### src/rtl/dsp_pack_pkg.sv
// dsp_pack_pkg: INT8 type, packing widths and
// lane unpack helpers for the packed INT8 MAC.
package dsp_pack_pkg;

  typedef logic signed [7:0] int8_t;

  localparam int WIDE = 64;
  typedef logic signed [WIDE-1:0] wide_t;

  function automatic int shift_w(int max_len);
    return 16 + $clog2(max_len);
  endfunction

  function automatic int acc_w(int max_len);
    return 2 * shift_w(max_len) + 2;
  endfunction

  function automatic int lane_w(int max_len);
    return shift_w(max_len) + 1;
  endfunction

  function automatic wide_t unpack_lo(
    wide_t acc,
    int    shift
  );
    return (acc <<< (WIDE - shift)) >>> (WIDE - shift);
  endfunction

  // hi lane borrows one whenever the lo lane went negative
  function automatic wide_t unpack_hi(
    wide_t acc,
    int    shift
  );
    wide_t b;
    b = wide_t'({{(WIDE-1){1'b0}}, acc[shift-1]});
    return (acc >>> shift) + b;
  endfunction

endpackage

### src/rtl/dsp_pack_mult.sv
// dsp_pack_mult: S1/S2 packed multiply with stall enable.
// Pre-adder packs both lanes, one multiplier serves both.
module dsp_pack_mult
  import dsp_pack_pkg::*;
#(
  parameter int SHIFT = 18,
  parameter int ACC_W = 38
) (
  input  logic                    clk,
  input  logic                    rst_n,
  input  logic                    en,
  input  logic signed [7:0]       act_a,
  input  logic signed [7:0]       act_b,
  input  logic signed [7:0]       weight,
  output logic signed [ACC_W-1:0] prod
);

  localparam int PW = SHIFT + 9;

  logic signed [PW-1:0] pk_d;
  logic signed [PW-1:0] pk;
  int8_t                w1;

  always_comb begin
    pk_d = (PW'(act_a) <<< SHIFT) + PW'(act_b);
  end

  always_ff @(posedge clk or negedge rst_n) begin
    if (!rst_n) begin
      pk   <= '0;
      w1   <= '0;
      prod <= '0;
    end else if (en) begin
      pk   <= pk_d;
      w1   <= weight;
      prod <= ACC_W'(pk) * ACC_W'(w1);
    end
  end

endmodule

### src/rtl/dsp_int8_packed_mac.sv
// dsp_int8_packed_mac: dual-lane INT8 dot product on one multiplier.
// Define DSP_PACK_RELU_EN to clamp negative lane results to zero.
module dsp_int8_packed_mac
  import dsp_pack_pkg::*;
#(
  parameter  int MAX_LEN = 4,
  localparam int GUARD   = $clog2(MAX_LEN),
  localparam int SHIFT   = shift_w(MAX_LEN),
  localparam int LANE_W  = lane_w(MAX_LEN),
  localparam int ACC_W   = acc_w(MAX_LEN)
) (
  input  logic                     clk,
  input  logic                     rst_n,
  input  logic                     in_valid,
  output logic                     in_ready,
  input  logic                     in_last,
  input  logic signed [7:0]        act_a,
  input  logic signed [7:0]        act_b,
  input  logic signed [7:0]        weight,
  output logic                     out_valid,
  input  logic                     out_ready,
  output logic signed [LANE_W-1:0] out_a,
  output logic signed [LANE_W-1:0] out_b,
  output logic                     err_len
);

  localparam int CW = GUARD + 1;

  logic                     stall;
  logic                     accept;
  logic                     at_max;
  logic                     eff_last;
  logic                     forced;
  logic [CW-1:0]            cnt;
  logic                     v1, l1, v2, l2;
  logic signed [ACC_W-1:0]  prod;
  logic signed [ACC_W-1:0]  acc;
  logic signed [ACC_W-1:0]  acc_sum;
  logic signed [LANE_W-1:0] res_a;
  logic signed [LANE_W-1:0] res_b;

  // only a finished vector waiting on a busy output blocks the pipe
  assign stall    = out_valid && !out_ready && v2 && l2;
  assign in_ready = !stall;
  assign accept   = in_valid && in_ready;
  assign at_max   = cnt == CW'(MAX_LEN - 1);
  assign eff_last = in_last || at_max;
  assign forced   = at_max && !in_last;
  assign acc_sum  = acc + prod;

  dsp_pack_mult #(
    .SHIFT (SHIFT),
    .ACC_W (ACC_W)
  ) u_mult (
    .clk    (clk),
    .rst_n  (rst_n),
    .en     (!stall),
    .act_a  (act_a),
    .act_b  (act_b),
    .weight (weight),
    .prod   (prod)
  );

  always_comb begin
    res_a = LANE_W'(unpack_hi(wide_t'(acc_sum), SHIFT));
    res_b = LANE_W'(unpack_lo(wide_t'(acc_sum), SHIFT));
`ifdef DSP_PACK_RELU_EN
    if (res_a[LANE_W-1]) res_a = '0;
    if (res_b[LANE_W-1]) res_b = '0;
`endif
  end

  always_ff @(posedge clk or negedge rst_n) begin
    if (!rst_n) begin
      cnt     <= '0;
      err_len <= 1'b0;
      v1      <= 1'b0;
      l1      <= 1'b0;
      v2      <= 1'b0;
      l2      <= 1'b0;
    end else begin
      if (accept) begin
        cnt <= eff_last ? '0 : cnt + CW'(1);
        if (forced) err_len <= 1'b1;
      end
      if (!stall) begin
        v1 <= accept;
        l1 <= accept && eff_last;
        v2 <= v1;
        l2 <= l1;
      end
    end
  end

  always_ff @(posedge clk or negedge rst_n) begin
    if (!rst_n) begin
      acc       <= '0;
      out_valid <= 1'b0;
      out_a     <= '0;
      out_b     <= '0;
    end else begin
      if (out_valid && out_ready) out_valid <= 1'b0;
      if (v2 && !stall) begin
        if (l2) begin
          acc       <= '0;
          out_valid <= 1'b1;
          out_a     <= res_a;
          out_b     <= res_b;
        end else begin
          acc <= acc_sum;
        end
      end
    end
  end

endmodule
### config.mk
export PLATFORM = sky130hd
export DESIGN_NAME = dsp_int8_packed_mac
export DESIGN_NICKNAME = d
export VERILOG_FILES = /design/src/rtl/dsp_pack_pkg.sv /design/src/rtl/dsp_pack_mult.sv /design/src/rtl/dsp_int8_packed_mac.sv
export SDC_FILE = /design/constraint.sdc
export NUM_CORES = 1
export LEC_CHECK = 0
export CAP_MARGIN = 0
export CORE_ASPECT_RATIO = 0.5
export CORE_UTILIZATION = 40
export CTS_CLUSTER_SIZE = 12
export DETAILED_ROUTE_END_ITERATION = 7
export PLACE_DENSITY = 0.53
export SYNTH_ARGS = -nofsm -noshare
export SYNTH_HDL_FRONTEND = slang
export SYNTH_HIERARCHICAL = 1
export SYNTH_SLANG_ARGS = --single-unit
### constraint.sdc
create_clock -name clk -period 15.9 [get_ports clk]
set_clock_uncertainty 0.15 [all_clocks]
set_input_delay 3.975 -clock clk [delete_from_list [all_inputs] [get_ports clk]]
set_output_delay 3.975 -clock clk [all_outputs]
set_load 0.005 [all_outputs]
After elaboration in Yosys (flattened, before gate mapping)
Index checks and enable logic that the tools add are counted.
{"block": "word_totals", "output_inout_bits": 41, "regBits": 157, "input_bits": 29, "elab_cells": 38}
{"block": "classes", "muxes": 5, "n_reduce_logical": 14, "eq_ne": 1, "mul": 1, "addsub": 4}
{"cell": "adder 38 bit", "n": 1}
{"cell": "two-way mux 38 bit", "n": 1}
{"cell": "multiplier 27 x 8 -> 35 bit", "n": 1}
{"cell": "adder 26 x 8 -> 27 bit", "n": 1}
{"cell": "adder 19 x 2 -> 19 bit", "n": 1}
{"cell": "logical AND 1 bit", "n": 8}
{"cell": "AND reduction 2 bit", "n": 2}
{"cell": "adder 3 x 1 -> 3 bit, second input constant", "n": 1}
{"cell": "== test 3 x 2 -> 1 bit, second input constant", "n": 1}
{"cell": "zero test 1 bit", "n": 3}
{"cell": "two-way mux 1 bit", "n": 3}
{"cell": "two-way mux 3 bit", "n": 1}
{"cell": "logical OR 1 bit", "n": 1}

Logic depth before layout (Yosys ltp)
{"block": "logic_depth", "word_depth": 7, "mapped_depth": 20, "ltp_nobuf": 19}

Modules after synthesis
Netlist, hierarchy kept.
{"module": "dsp_pack_mult", "seq_area_each_um2": 1501.4, "instances": 1, "area_each_um2": 9120.0, "cells_each": 968}
{"module": "dsp_int8_packed_mac", "seq_area_each_um2": 2077.0, "instances": 1, "area_each_um2": 5530.3, "cells_each": 605}

Worst setup path after synthesis
Ideal clock, no wire load.
{"block": "synth_path", "path_type": "input -> output", "from": "input out_ready", "to": "output in_ready", "t_arrival_ps": 4429, "path_buffers": 0, "stages": 3, "path_slack_ps": 7346, "required_ps": 11775, "cell_sequence": "nor2b_1 -> and3_1 -> inv_1"}
{"block": "synth_between", "elab_chain_cells": 5}
{"element": "start, declared", "line_no": "dsp_int8_packed_mac.sv:21", "rtl": "input logic out_ready,"}
{"element": "zero test 1 bit", "line_no": "dsp_int8_packed_mac.sv:43", "rtl": "assign stall = out_valid && !out_ready && v2 && l2;"}
{"element": "logical AND 1 bit (3 in series)", "line_no": "dsp_int8_packed_mac.sv:43"}
{"element": "zero test 1 bit", "line_no": "dsp_int8_packed_mac.sv:44", "rtl": "assign in_ready = !stall;"}
{"element": "end, declared", "line_no": "dsp_int8_packed_mac.sv:15", "rtl": "output logic in_ready,"}
Every way passes these cells.

Worst setup path after layout
Same ends and word-level chain as after synthesis.

==> flow_metrics.env <==
export IMPL_max_cap_violations=0
export IMPL_root_buffer="clkbuf_16"
export IMPL_crit_required_ps=11780
export IMPL_hold_buffers=0
export IMPL_fin_setup_tns_ps=0
export IMPL_initial_core_util_pct=40.69
export IMPL_period_share_pct=61.75
export IMPL_pin_count=70
export IMPL_insertion_delay_ps=440
export IMPL_cp_start_kind="primary input"
export IMPL_dr_wl_met3_mm=1.652
export IMPL_finish_instance_area_um2=16310
export IMPL_dp_slack_ps=6055
export IMPL_cts_clk_slew_worst_paths_ps=60
export IMPL_post_cts_resize_count=0
export IMPL_core_um2=35990
export IMPL_crit_arrival_ps=5690
export IMPL_avgSynthCellArea_um2=9.315
export IMPL_status="finished with violations"
export IMPL_syn_nets=1852
export IMPL_crit_type="primary input to primary output"
export IMPL_route_detailed_drc=2
export IMPL_port_buffers=69
export IMPL_drtIter0Drc=657
export IMPL_fmax_mhz=101.8
export IMPL_grtUsageTotal_pct=20.01
export IMPL_postLayoutCoreUtil_pct=45.32
export IMPL_slew_limit_headroom_pct=40.76
export IMPL_via_per_inst=5.201
export IMPL_die_w_um=272.6
export IMPL_regToRegSetupSlack_ps=9700
export IMPL_syn_to_final_growth_pct=11.37
export IMPL_hpwl_mm=28.44
export IMPL_finalHoldViolCount=0
export IMPL_path_max_fanout=34
export IMPL_gr_total_overflow=0
export IMPL_die_h_um=137.3
export IMPL_synthCells=1572
export IMPL_highest_layer="met4"
export IMPL_worstHoldPathType="register to register"
export IMPL_routed_wl_mm=35.76
export IMPL_ant_nets=0
export IMPL_grt_max_degree=92
export IMPL_antenna_found_initial=0
export IMPL_place_gp_congestion=0.8601
export IMPL_drive_gt1_share_pct=7.455
export IMPL_startpoint="out_ready"
export IMPL_yosysWarningCount=6
export IMPL_die_area_um2=37420
export IMPL_numClockSinks=143
export IMPL_fin_ws_ps=6082
export IMPL_rsz0062_at_grt="false"
export IMPL_finalSetupViolCount=0
export IMPL_cts_setup_buffers=0
export IMPL_num_vias=10960
export IMPL_fin_crit_ps=9818
export IMPL_ctsLongestPathBuffers=2
export IMPL_final_nets=1890
export IMPL_violations="design-rule violations"
export IMPL_r2r_start="u_mult/w1[7]"
export IMPL_htree_levels=4
export IMPL_dr_pass1_iters=7
export IMPL_antennaDiodeCount=0
export IMPL_endpoint_kind="primary output"
export IMPL_cts_made_buffers=17
export IMPL_wl_met2_mm=14.79
export IMPL_hp_start="v1"
export IMPL_core_rowCount=49
export IMPL_wl_per_cell_um=16.97
export IMPL_grt_pass1_vias=10840
export IMPL_cts_tree="built"
export IMPL_wl_met1_mm=18.92
export IMPL_place_area_um2=15730
export IMPL_netlist_area_um2=14640
export IMPL_grt_first_pass_wirelength_mm=58.58
export IMPL_worst_slew_pin_slew_ps=885.3
export IMPL_slew_violations=0
[final cells by class]
type | instances | area, µm²
clock buffer | 21 | 450.4
inverter | 227 | 852.1
clock inverter | 11 | 131.4
fill | 3429 | 19680
multi-input combinational | 1146 | 9953
sequential | 143 | 3578
tap | 484 | 605.6
timing repair buffer | 75 | 737.0
[metrics by stage]
stage / hold WS (ps) / instances
final: 317.9 / 2107
after global routing: 344.6 / 2107
after CTS: 322.3 / 2107
after detailed placement: 308.9 / 2075
after global placement: 299.3 / 2075
after floorplan: 284.6 / 1572
[state kept, by name, indices dropped and copies added, names as in the netlist, 3 cells and up]
register	flops
cnt	3
out_b	18
u_mult/pk	17
out_a	19
u_mult/w1	8
acc	37
u_mult/prod	35
[layer usage]
layer | track usage (%) | up-vias
li1 | - | 5369
met4 | 4.463 | 0
met3 | 3.712 | 22
met2 | 29.06 | 212
met5 | 0 | -
met1 | 30.50 | 5355
[critical path, cell delays in order]
cell	delay, ps
clkdlybuf4s50_1	460
nor2b_1	60
and3_1	220
inv_2	50
buf_4	350
clkdlybuf4s50_1	580
[final timing paths]
| check | cells after the start | end |
|---|---|---|
| min | 1 | v2 |
| max | 6 | in_ready |
| min reg2reg | 1 | v2 |
| max reg2reg | 19 | u_mult/prod[30] |
| min in group asynchronous | 1 | out_a[17] |
| max in group asynchronous | 2 | u_mult/prod[27] |
[placed cells by master, fill, tap and decap left out, types with 4 or more instances in the layout]
master	count
a211oi_1	6
a21boi_0	9
a21o_1	25
a21oi_1	72
a22o_1	28
a31o_2	4
a31oi_1	11
and2_1	98
and3_1	10
buf_4	6
clkbuf_16	17
clkdlybuf4s50_1	68
dfrtp_1	143
fa_1	139
ha_1	112
inv_1	226
mux2_2	50
nand2_1	154
nand2b_1	7
nand3_1	26
nand3b_1	5
nand4_1	16
nor2_1	65
nor2b_1	8
nor3_1	11
nor3b_1	5
nor4_1	5
o2111a_1	4
o2111ai_1	6
o211ai_1	12
o21a_1	16
o21ai_0	67
o21bai_1	6
o31ai_1	11
or3_1	11
or4_1	6
xnor2_1	44
xor2_1	28
Power is left out: the tool's default activity adds up to more than one toggle a clock period on the data nets, which glitch-free logic cannot reach.
